[src/rtl/mult_div_unit.sv]
// rtl/mult_div_unit.sv - multi-cycle signed/unsigned multiply/divide unit writing the HI/LO pair
module mult_div_unit #(
    parameter int WIDTH = 32,
    parameter int CNT_W = 6
) (
    input  logic             clock,
    input  logic             reset,
    input  logic             start,
    input  logic [1:0]       op,
    input  logic [WIDTH-1:0] a,
    input  logic [WIDTH-1:0] b,
    input  logic             flush,
    output logic             busy,
    output logic             done,
    output logic             div_zero,
    output logic [WIDTH-1:0] hi,
    output logic [WIDTH-1:0] lo
);

    typedef enum logic [1:0] {
        S_IDLE = 2'd0,
        S_RUN  = 2'd1,
        S_FIX  = 2'd2,
        S_DONE = 2'd3
    } state_t;

    state_t               state_q, state_d;
    logic [CNT_W-1:0]     cnt_q, cnt_d;
    logic [2*WIDTH-1:0]   acc_q, acc_d;
    logic [WIDTH-1:0]     opb_q, opb_d;
    logic                 is_div_q, is_div_d;
    logic                 neg_p_q, neg_p_d;
    logic                 neg_r_q, neg_r_d;
    logic                 done_q, done_d;
    logic                 dz_q, dz_d;
    logic [WIDTH-1:0]     hi_q, hi_d;
    logic [WIDTH-1:0]     lo_q, lo_d;

    logic                 signed_op;
    logic [WIDTH-1:0]     mag_a, mag_b;
    logic [WIDTH:0]       mul_sum;
    logic [2*WIDTH-1:0]   mul_next;
    logic [WIDTH:0]       div_sh, div_sub;
    logic                 div_ge;
    logic [2*WIDTH-1:0]   div_next;
    logic [2*WIDTH-1:0]   prod_fix;
    logic [WIDTH-1:0]     quot_fix, rem_fix;

    assign signed_op = ~op[0];
    assign mag_a = (signed_op && a[WIDTH-1]) ? -a : a;
    assign mag_b = (signed_op && b[WIDTH-1]) ? -b : b;

    // Lower accumulator half holds the multiplier (or dividend) and drains LSB/MSB first.
    assign mul_sum  = {1'b0, acc_q[2*WIDTH-1:WIDTH]} + (acc_q[0] ? {1'b0, opb_q} : '0);
    assign mul_next = {mul_sum, acc_q[WIDTH-1:1]};

    assign div_sh   = {acc_q[2*WIDTH-1:WIDTH], acc_q[WIDTH-1]};
    assign div_ge   = div_sh >= {1'b0, opb_q};
    assign div_sub  = div_sh - {1'b0, opb_q};
    assign div_next = div_ge ? {div_sub[WIDTH-1:0], acc_q[WIDTH-2:0], 1'b1}
                             : {div_sh[WIDTH-1:0],  acc_q[WIDTH-2:0], 1'b0};

    assign prod_fix = neg_p_q ? -acc_q : acc_q;
    assign quot_fix = neg_p_q ? -acc_q[WIDTH-1:0] : acc_q[WIDTH-1:0];
    assign rem_fix  = neg_r_q ? -acc_q[2*WIDTH-1:WIDTH] : acc_q[2*WIDTH-1:WIDTH];

    always_comb begin
        state_d  = state_q;
        cnt_d    = cnt_q;
        acc_d    = acc_q;
        opb_d    = opb_q;
        is_div_d = is_div_q;
        neg_p_d  = neg_p_q;
        neg_r_d  = neg_r_q;
        done_d   = 1'b0;
        dz_d     = 1'b0;
        hi_d     = hi_q;
        lo_d     = lo_q;
        case (state_q)
            S_IDLE, S_DONE: begin
                state_d = S_IDLE;
                if (start && !flush) begin
                    if (op[1] && (b == '0)) begin
                        dz_d = 1'b1;
                    end else begin
                        state_d  = S_RUN;
                        cnt_d    = '0;
                        is_div_d = op[1];
                        neg_p_d  = signed_op & (a[WIDTH-1] ^ b[WIDTH-1]);
                        neg_r_d  = signed_op & a[WIDTH-1];
                        acc_d    = {{WIDTH{1'b0}}, mag_a};
                        opb_d    = mag_b;
                    end
                end
            end
            S_RUN: begin
                if (flush) begin
                    state_d = S_IDLE;
                end else begin
                    acc_d = is_div_q ? div_next : mul_next;
                    cnt_d = cnt_q + CNT_W'(1);
                    if (cnt_q == CNT_W'(WIDTH - 1)) begin
                        state_d = S_FIX;
                    end
                end
            end
            S_FIX: begin
                if (flush) begin
                    state_d = S_IDLE;
                end else begin
                    state_d = S_DONE;
                    done_d  = 1'b1;
                    if (is_div_q) begin
                        hi_d = rem_fix;
                        lo_d = quot_fix;
                    end else begin
                        hi_d = prod_fix[2*WIDTH-1:WIDTH];
                        lo_d = prod_fix[WIDTH-1:0];
                    end
                end
            end
            default: state_d = S_IDLE;
        endcase
    end

    always_ff @(posedge clock) begin
        if (reset) begin
            state_q  <= S_IDLE;
            cnt_q    <= '0;
            acc_q    <= '0;
            opb_q    <= '0;
            is_div_q <= 1'b0;
            neg_p_q  <= 1'b0;
            neg_r_q  <= 1'b0;
            done_q   <= 1'b0;
            dz_q     <= 1'b0;
            hi_q     <= '0;
            lo_q     <= '0;
        end else begin
            state_q  <= state_d;
            cnt_q    <= cnt_d;
            acc_q    <= acc_d;
            opb_q    <= opb_d;
            is_div_q <= is_div_d;
            neg_p_q  <= neg_p_d;
            neg_r_q  <= neg_r_d;
            done_q   <= done_d;
            dz_q     <= dz_d;
            hi_q     <= hi_d;
            lo_q     <= lo_d;
        end
    end

    assign busy     = (state_q == S_RUN) || (state_q == S_FIX);
    assign done     = done_q;
    assign div_zero = dz_q;
    assign hi       = hi_q;
    assign lo       = lo_q;

endmodule

[config.mk]
export PLATFORM = sky130hd
export DESIGN_NAME = mult_div_unit
export DESIGN_NICKNAME = d
export VERILOG_FILES = /design/src/rtl/mult_div_unit.sv
export SDC_FILE = /design/constraint.sdc
export NUM_CORES = 1
export LEC_CHECK = 0
export CAP_MARGIN = 20
export CORE_MARGIN = 5
export CORE_UTILIZATION = 45
export CTS_CLUSTER_SIZE = 24
export DETAILED_ROUTE_END_ITERATION = 6
export PLACE_DENSITY_LB_ADDON = 0.2
export SYNTH_ARGS = -nofsm -noshare
export SYNTH_HDL_FRONTEND = slang
export SYNTH_SLANG_ARGS = --single-unit
[constraint.sdc]
create_clock -name clock -period 10.2 [get_ports clock]
set_clock_uncertainty 0.05 [all_clocks]
set_input_delay 1.53 -clock clock [delete_from_list [all_inputs] [get_ports clock]]
set_output_delay 1.53 -clock clock [all_outputs]
set_load 0.005 [all_outputs]
==> results.py, run 1 <==
metrics = {
    "logic_synthesis": {
        "ys_top_cells_by_count": "nor2_1, nand2_1, a21oi_1, dfxtp_1, clkbuf_1",
        "synth_ff_type": "dfxtp_1",
        "synth_area_sq_um": 13550,
        "seq_area_frac_synth_pct": 25.55,
        "yosys_warnings": 0,
        "synthDominantCellAreaShare_pct": 25.55,
        "synth-seq-cells": 173,
        "synth_edf_count": 0,
        "yosysTopAreaCell": "dfxtp_1",
        "syn_area_per_cell_sq_um": 7.350,
        "syn_inst": 1844,
        "syn_nets": 1987,
        "yosysMostFrequentCell": "nor2_1",
        "synthTopCellsByArea": "dfxtp_1, a21oi_1, ha_1, nor2_1, xnor2_1",
        "ys_types": 69,
        "ys_async_sr_fraction_pct": 0,
    },
    "setup_path": {
        "cp_max_fo": 39,
        "r2r_end": "acc_q[56]",
        "crit_required_ns": 10.50,
        "r2r_slack_ns": 6.21,
        "crit_arrival_ns": 5.49,
        "reg2reg_from": "acc_q[0]",
        "crit_start": "b[13]",
        "endpoint": "acc_q[60]",
        "rr_worst_depth": 14,
        "start_kind": "input port",
        "worstSetupPathType": "in -> reg",
        "worst_setup_path_end_kind": "register",
    },
    "timing": {
        "rsz0062_at_grt": "false",
        "max_freq_ghz": 0.1926,
        "period_needed_ns": 5.193,
        "final-max-slew-violation-count": 0,
        "maxSlewHeadroom_pct": 29.33,
        "setup_viol": 0,
        "worst_pin_slew_ns": 1.060,
        "fin_crit_sh_pct": 50.91,
        "setup_tns_ns": 0,
        "hold_viol": 0,
    },
    "die": {
        "rows": 63,
        "io_pins": 137,
        "core-area_sq_um": 29720,
        "start_util_pct": 45.61,
        "die_h_um": 183.6,
        "dieArea_sq_um": 33690,
        "fp.dieW_um": 183.6,
    },
    "clock_network": {
        "clockBufferDepth": 2,
        "path_clk_slew_ns": 0.07,
        "cts.sinks": 173,
        "cts_tree": "done",
        "cts_buffers": 17,
        "htreeDepth": 4,
        "worstSkewPairLatency_ns": 0.45,
        "root_buffer": "clkbuf_16",
        "cts.repair.resized": 0,
        "cts_setup_buffers": 0,
        "ctsHoldBuffers": 0,
    },
    "placed_design": {
        "numPortBuffers": 136,
        "dpl_cell_area_sq_um": 15090,
        "hpwl_mm": 31.94,
        "gp_congestion": 0.9328,
    },
    "layout": {
        "drive_above_1_share_pct": 4.145,
        "antennaDiodeCount": 0,
        "syn2layout_area_growth_pct": 15.92,
        "design_area_sq_um": 15710,
        "final_core_util_pct": 52.87,
        "layout.nets": 2036,
        "fillers": 2918,
    },
    "global_route": {
        "grt_pass1_wl_mm": 67.74,
        "grt_overflow": 0,
        "grt_util_all_layers_pct": 24.52,
        "grt_pass1_vias": 12650,
        "antenna_found_initial": 0,
        "grt_max_degree": 113,
    },
    "drt": {
        "ant_nets": 0,
        "dr.max_layer_used": "met4",
        "vias_per_cell": 5.879,
        "wl_mm": 42.35,
        "met1Wirelength_mm": 20.65,
        "drt_iter0_drc": 1109,
        "dr.pass1.iters": 5,
        "dr_wl_met2_mm": 18.36,
        "avgRoutedWirePerCell_um": 18.45,
        "vias": 13500,
        "drc_errors": 0,
        "wl_met3_mm": 2.482,
    },
    "power": {
        "ir_drop_mv": 0.1194,
        "leakagePower_uw": 0.005958,
        "p_per_area_nw_per_um2": 113.4,
    },
    "outcome": {
        "status": "complete, no violations",
    },
    "hold_path": {
        "min_path_type": "reg -> reg",
    },
    "run": {
        "maxCapViolations": 0,
    },
}
==> worst max-delay path: stages <==
cell	delay, ns
clkdlybuf4s50_1	0.48
or4_1	0.62
nor4_1	0.65
nand4_1	0.28
or2_2	0.38
nand3_1	0.08
buf_4	0.33
o21ai_2	0.09
buf_4	0.25
nor2_2	0.11
buf_4	0.36
o2bb2ai_1	0.16
a31oi_1	0.06
o31ai_1	0.07
==> cell families (layout without fill, tap and decap cells) <==
logic type | after synthesis | in the layout | synth area share [%]
AO/OA/AOI/OAI | 587 | 587 | 27.72
flip-flops | 173 | 173 | 25.55
multiplexers | 39 | 39 | 2.908
AND/OR/NAND/NOR | 614 | 614 | 20.65
adder cells (fa/ha/maj) | 73 | 73 | 6.849
buffers and inverters | 185 | 247 | 5.142
XOR/XNOR | 173 | 173 | 11.18
==> stage by stage <==
step | instances | power, uW | worst slack (ns) | hold slack [ns]
after floorplan | 1844 | 968.1 | 6.037 | 0.3982
after global placement | 2264 | 1080 | 4.694 | 0.3945
after detailed placement | 2264 | 1084 | 4.620 | 0.3951
after CTS | 2296 | 1782 | 5.039 | 0.4051
after global routing | 2296 | 1855 | 4.682 | 0.4271
final | 2296 | 1782 | 5.007 | 0.4025
==> where the power goes <==
part           switching, uW  internal, uW  total [uW]
combinational            215           141         356
sequential              25.2           694         719
clock                    307           399         706
total                    547          1230        1780
==> flip-flops by register name (all words and copies together) (netlist names) <==
register / flops
acc_q: 64
cnt_q: 6
div_zero: 1
done: 1
hi: 32
is_div_q: 1
lo: 32
neg_p_q: 1
neg_r_q: 1
opb_q: 32
state_q: 2
==> routing by layer <==
layer / global-route usage [%] / up-vias
li1: - / 6721
met1: 36.31 / 6256
met2: 37.58 / 462
met3: 2.849 / 59
met4: 6.883 / 0
met5: 0 / -
==> cells in the final DEF (no fill, tap or decap), drive strengths merged, types with 36 or more instances in the layout <==
cell type	count
nor2	215
o21ai	110
clkdlybuf4s50	135
inv	68
xor2	84
nand2	197
mux2i	36
dfxtp	173
xnor2	89
a211oi	90
o211ai	38
nor3	36
ha	71
a21oi	178
==> cell type report <==
cell class / instances / area, sq um / area share [%]
inverters: 63 / 236.5 / 1.505
clock buffers: 19 / 442.9 / 2.819
clock inverters: 13 / 175.2 / 1.115
multi-input cells: 1486 / 9427 / 59.99
repair buffers: 152 / 1479 / 9.412
well taps: 390 / 488.0 / 3.106
flip-flops and latches: 173 / 3465 / 22.05
==> how the worst min path moves through the flow <==
stage,start,to,slack (ns),depth (start not counted)
final,hi[20],hi[20],0.40,2
after global routing,hi[4],hi[4],0.43,2
after CTS,hi[20],hi[20],0.41,2
after detailed placement,hi[20],hi[20],0.40,2
after global placement,hi[11],hi[11],0.39,2
after floorplan,hi[11],hi[11],0.40,2
No activity file was read; power rests on OpenSTA's default activity.
==> run 2: changes to the inputs <==
==> constraint.sdc (replaced) <==
create_clock -name clock -period 4.38 [get_ports clock]
set_clock_uncertainty 0.05 [all_clocks]
set_input_delay 0.657 -clock clock [delete_from_list [all_inputs] [get_ports clock]]
set_output_delay 0.657 -clock clock [all_outputs]
set_load 0.005 [all_outputs]
==> run 2 against run 1 <==
Net effect:
- combinational power grew 140%
- via count increased by 2.3%
- die area unchanged
- setup slack got worse by 4.5 ns
- non-clock buffer count rose by 33
==> results.py, run 2 (synthesis gave the netlist of run 1 again) <==
metrics = {
    "outcome": {
        "status": "complete, no violations",
    },
    "clock_network": {
        "clockBufferDepth": 2,
        "root_buffer": "clkbuf_16",
        "cts.repair.resized": 0,
        "worstSkewPairLatency_ns": 0.45,
        "cts_buffers": 17,
        "path_clk_slew_ns": 0.08,
        "ctsHoldBuffers": 0,
        "cts.sinks": 173,
        "cts_tree": "done",
        "cts_setup_buffers": 0,
        "htreeDepth": 4,
    },
    "placed_design": {
        "hpwl_mm": 34.27,
        "gp_congestion": 0.9893,
        "dp_slack_ns": 0.3712,
        "numPortBuffers": 136,
    },
    "timing": {
        "worst_slack_ns": 0.4974,
        "worst_pin_slew_ns": 0.9713,
        "final-max-slew-violation-count": 0,
        "hold_viol": 0,
        "rsz0062_at_grt": "false",
        "setup_viol": 0,
        "fin_crit_sh_pct": 88.64,
        "period_needed_ns": 3.883,
        "setup_tns_ns": 0,
        "maxSlewHeadroom_pct": 35.01,
        "max_freq_ghz": 0.2576,
    },
    "die": {
        "dieArea_sq_um": 33690,
        "fp.dieW_um": 183.6,
        "die_h_um": 183.6,
        "io_pins": 137,
        "core-area_sq_um": 29720,
        "start_util_pct": 45.61,
        "rows": 63,
    },
    "setup_path": {
        "worst_setup_path_end_kind": "register",
        "crit_required_ns": 4.65,
        "crit_arrival_ns": 4.16,
        "worstSetupPathType": "reg -> reg",
        "cp_max_fo": 8,
        "start_kind": "register",
    },
    "layout": {
        "layout.nets": 2069,
        "largest_reg_flops": 64,
        "drive_above_1_share_pct": 5.828,
        "final_common_cell": "nor2_1",
        "fillers": 2876,
        "top_register": "acc_q",
        "register_area_sq_um": 3465,
        "final_cell_mix": "nor2_1, nand2_1, a21oi_1",
        "multi_input_area_sq_um": 9427,
        "antennaDiodeCount": 0,
        "final_core_util_pct": 53.86,
        "syn2layout_area_growth_pct": 18.08,
    },
    "power": {
        "ir_drop_mv": 0.2536,
        "design_power_total_uw": 4140,
        "p_per_area_nw_per_um2": 258.7,
        "leakagePower_uw": 0.006133,
    },
    "global_route": {
        "grt_pass1_vias": 12870,
        "antenna_found_initial": 0,
        "grt_max_degree": 73,
        "grt_overflow": 0,
        "grt_util_all_layers_pct": 25.66,
        "grt_pass1_wl_mm": 70.75,
    },
    "drt": {
        "drc_errors": 0,
        "wl_mm": 44.29,
        "drt_iter0_drc": 1353,
        "vias_per_cell": 5.931,
        "vias": 13810,
        "avgRoutedWirePerCell_um": 19.02,
        "ant_nets": 0,
        "dr.pass1.iters": 6,
    },
    "run": {
        "maxCapViolations": 0,
    },
    "hold_path": {
        "min_path_type": "reg -> reg",
    },
}
## run 2: changes by cell type in the layout (fill, tap and decap cells not counted)
cell / previous run / this run
clkinvlp_4: 0 / 1
clkinv_2: 2 / 1
buf_12: 0 / 3
clkbuf_1: 1 / 0
inv_6: 4 / 2
buf_4: 17 / 47
bufinv_16: 3 / 1
clkinv_4: 2 / 1
inv_8: 2 / 3
clkinv_8: 0 / 6
clkbuf_8: 1 / 0
## run 2: worst max-delay path, cell delays in order, from the launching register on
cell and delay, ns:
dfxtp_1 0.55, and2_1 0.18, ha_1 0.21, inv_1 0.07
fa_1 0.38, nand2b_1 0.19, a21oi_1 0.18, nor2_1 0.10
o21bai_1 0.20, a41oi_1 0.32, o21ai_0 0.42, buf_4 0.19
nand3_1 0.06, o21ai_0 0.20, xor2_1 0.13, a221o_1 0.32
## run 2: worst paths after layout
path,start,end,slack (ns),cells after the start
max reg2reg,acc_q[0],acc_q[57],0.50,15
max,acc_q[0],acc_q[57],0.50,15
min reg2reg,lo[14],lo[14],0.40,2
min,lo[14],lo[14],0.40,2
## run 2: through the flow
step / cell area [sq um] / instances / hold WS (ns)
6_report: 16010 / 2329 / 0.4042
3_3_place_gp: 15380 / 2297 / 0.3906
3_5_place_dp: 15380 / 2297 / 0.3944
2_1_floorplan: 13550 / 1844 / 0.3982
4_1_cts: 16010 / 2329 / 0.4046
5_1_grt: 16010 / 2329 / 0.4295
## run 2: final cells by class
| type | instances | share of cell area, % |
|---|---|---|
| timing repair buffer | 185 | 11.02 |
| inverter | 63 | 1.477 |
| tap | 390 | 3.049 |
| clock buffer | 17 | 2.658 |
| sequential | 173 | 21.65 |
| multi-input combinational | 1486 | 58.90 |
| clock inverter | 15 | 1.251 |
## run 2: power breakdown
part | switching (uW) | internal (uW)
registers | 56.9 | 1620
clock network | 780 | 828
logic | 520 | 339
total | 1360 | 2780
## run 2: routing by layer
metal | global-route usage [%] | up-vias | routed length [um]
li1 | - | 6786 | -
met1 | 38.41 | 6389 | 20990
met2 | 39.01 | 581 | 19200
met3 | 3.344 | 58 | 3248
met4 | 6.317 | 0 | 849
met5 | 0 | - | 0
==> run 3: changes to the inputs <==
--- a/config.mk
+++ b/config.mk
@@ -10,7 +10,8 @@
 export CORE_UTILIZATION = 45
 export CTS_CLUSTER_SIZE = 24
 export DETAILED_ROUTE_END_ITERATION = 6
-export PLACE_DENSITY_LB_ADDON = 0.2
+export PLACE_DENSITY_LB_ADDON = 0.25
+export RECOVER_POWER = 25
 export SYNTH_ARGS = -nofsm -noshare
 export SYNTH_HDL_FRONTEND = slang
 export SYNTH_SLANG_ARGS = --single-unit
==> run 3 against run 2 <==
Net effect:
- largest power group unchanged
- utilization down 0.12 points
- largest cell class unchanged
- die area unchanged
- routed wire length down 0.83%
- the run now ends with max-capacitance violations, max-slew violations left
- global-route usage down 0.66 points
- worst hold slack worse by 0.0047 ns
- flip-flop and latch count unchanged
==> results.py, run 3 (synthesis gave the netlist of run 1 again) <==
metrics = {
    "timing": {
        "rsz0062_at_grt": "false",
        "maxSlewHeadroom_pct": -80.78,
        "setup_viol": 0,
        "fin_crit_sh_pct": 90.91,
        "max_freq_ghz": 0.2511,
        "final-max-slew-violation-count": 34,
        "period_needed_ns": 3.982,
        "hold_viol": 0,
        "worst_pin_slew_ns": 2.706,
        "setup_tns_ns": 0,
    },
    "global_route": {
        "antenna_found_initial": 0,
        "grt_pass1_wl_mm": 68.90,
        "grt_util_all_layers_pct": 25.00,
        "grt_max_degree": 79,
        "grt_pass1_vias": 12790,
        "grt_overflow": 0,
    },
    "die": {
        "die_h_um": 183.6,
        "core-area_sq_um": 29720,
        "dieArea_sq_um": 33690,
        "start_util_pct": 45.61,
        "io_pins": 137,
        "rows": 63,
        "fp.dieW_um": 183.6,
    },
    "setup_path": {
        "crit_arrival_ns": 4.26,
        "critPathMaxStageDelay_ns": 0.55,
        "worst_setup_path_end_kind": "register",
        "worstPathCellList": "inv_1 > buf_4 > nor2_1 > ha_1 > a21oi_1 > o21ai_0 > and2_1 > a31o_2 > a41oi_1 > o21ai_0 > a211oi_1 > xor2_1 > nand2_1 > a32o_1",
        "crit_required_ns": 4.66,
        "start_kind": "register",
        "worstSetupPathType": "reg -> reg",
        "cp_common_cell": "o21ai_0",
        "cp_max_fo": 11,
        "crit_slowest_cell": "a41oi_1",
    },
    "run": {
        "maxCapViolations": 1,
    },
    "drt": {
        "wl_mm": 43.92,
        "drc_errors": 0,
        "dr.pass1.iters": 5,
        "vias": 13810,
        "vias_per_cell": 5.941,
        "ant_nets": 0,
        "drt_iter0_drc": 1217,
        "avgRoutedWirePerCell_um": 18.89,
    },
    "placed_design": {
        "gp_congestion": 0.9713,
        "numPortBuffers": 136,
        "hpwl_mm": 33.43,
        "dpl_cell_area_sq_um": 15350,
    },
    "layout": {
        "multi_input_area_sq_um": 9419,
        "final_cell_mix": "nor2_1, nand2_1, a21oi_1",
        "antennaDiodeCount": 0,
        "drive_above_1_share_pct": 5.581,
        "final_common_cell": "nor2_1",
        "fillers": 2809,
        "largest_reg_flops": 64,
        "top_register": "acc_q",
        "layout.nets": 2065,
        "syn2layout_area_growth_pct": 17.82,
        "register_area_sq_um": 3465,
        "design_area_sq_um": 15970,
    },
    "power": {
        "comb_power_share_pct": 20.4,
        "seqPwrFrac_pct": 40.0,
        "p_switching_uw": 1352,
        "ir_drop_mv": 0.2444,
        "power_frac_clock_pct": 39.5,
        "leakagePower_uw": 0.006326,
        "p_int_uw": 2830,
        "p_sw_share_pct": 32.33,
        "p_per_area_nw_per_um2": 261.9,
    },
    "clock_network": {
        "ctsHoldBuffers": 0,
        "htreeDepth": 4,
        "cts_buffers": 17,
        "cts.sinks": 173,
        "cts_tree": "done",
        "root_buffer": "clkbuf_16",
        "cts.repair.resized": 0,
        "path_clk_slew_ns": 0.08,
        "cts_setup_buffers": 0,
        "worstSkewPairLatency_ns": 0.45,
        "clockBufferDepth": 2,
    },
    "outcome": {
        "status": "finished with violations",
        "failed_checks": "max-capacitance violations, max-slew violations",
    },
    "hold_path": {
        "min_path_type": "reg -> reg",
    },
}
## run 3: changes by cell type in the layout (fill, tap and decap cells not counted), sizes merged
cell,delta
buf,-5
clkdlybuf4s50,-58
bufinv,+1
clkbuf,+1
clkinv,-1
dlygate4sd3,+58
## run 3: worst paths after layout
| path | endpoint | from | slack (ns) | cells past startpoint |
|---|---|---|---|---|
| min reg2reg | lo[29] | lo[29] | 0.40 | 2 |
| max | acc_q[61] | acc_q[0] | 0.40 | 14 |
| min | lo[29] | lo[29] | 0.40 | 2 |
| max reg2reg | acc_q[61] | acc_q[0] | 0.40 | 14 |
## run 3: cell type report
cell class / count / share of cell area [%]
clock buffers: 17 / 2.664
clock inverters: 15 / 1.277
inverters: 63 / 1.481
multi-input cells: 1486 / 58.98
flip-flops and latches: 173 / 21.70
well taps: 390 / 3.056
repair buffers: 181 / 10.84
## run 3: worst max-delay path, delay by kind of cell (launching register included)
family / cells / cell delay [ns]
flops: 1 / 0.54
simple gates: 3 / 0.35
fa+ha+maj: 1 / 0.30
xor+xnor: 1 / 0.24
buf+inv: 2 / 0.41
compound gates: 7 / 1.96
## run 3: per-layer routing
layer | global-route usage (%) | part of all wire [%]
met4 | 6.377 | 1.7
met5 | 0 | 0
met2 | 37.65 | 43
met3 | 4.412 | 8.0
met1 | 36.92 | 47
## run 3: metrics by stage
| step | util, % | std cells | hold slack (ns) | power (uW) | setup slack, ns |
|---|---|---|---|---|---|
| 3_5_place_dp | 51.65 | 2293 | 0.3942 | 2545 | 0.3670 |
| 3_3_place_gp | 51.65 | 2293 | 0.3877 | 2534 | 0.4435 |
| 2_1_floorplan | - | 1844 | 0.3982 | 2255 | 1.065 |
| 4_1_cts | 53.77 | 2325 | 0.4049 | 4166 | 0.4684 |
| 5_1_grt | 53.74 | 2325 | 0.4254 | 4352 | 0.2139 |
| 6_report | 53.74 | 2325 | 0.3994 | 4182 | 0.3980 |
## run 3: power groups by stage
| stage | logic [uW] | registers, uW | clock network, uW |
|---|---|---|---|
| 5_1_grt | 933 | 1680 | 1740 |
| 2_1_floorplan | 577 | 1680 | 0 |
| 3_5_place_dp | 837 | 1710 | 0 |
| 6_report | 855 | 1670 | 1650 |
| 3_3_place_gp | 828 | 1710 | 0 |
| 4_1_cts | 843 | 1670 | 1650 |
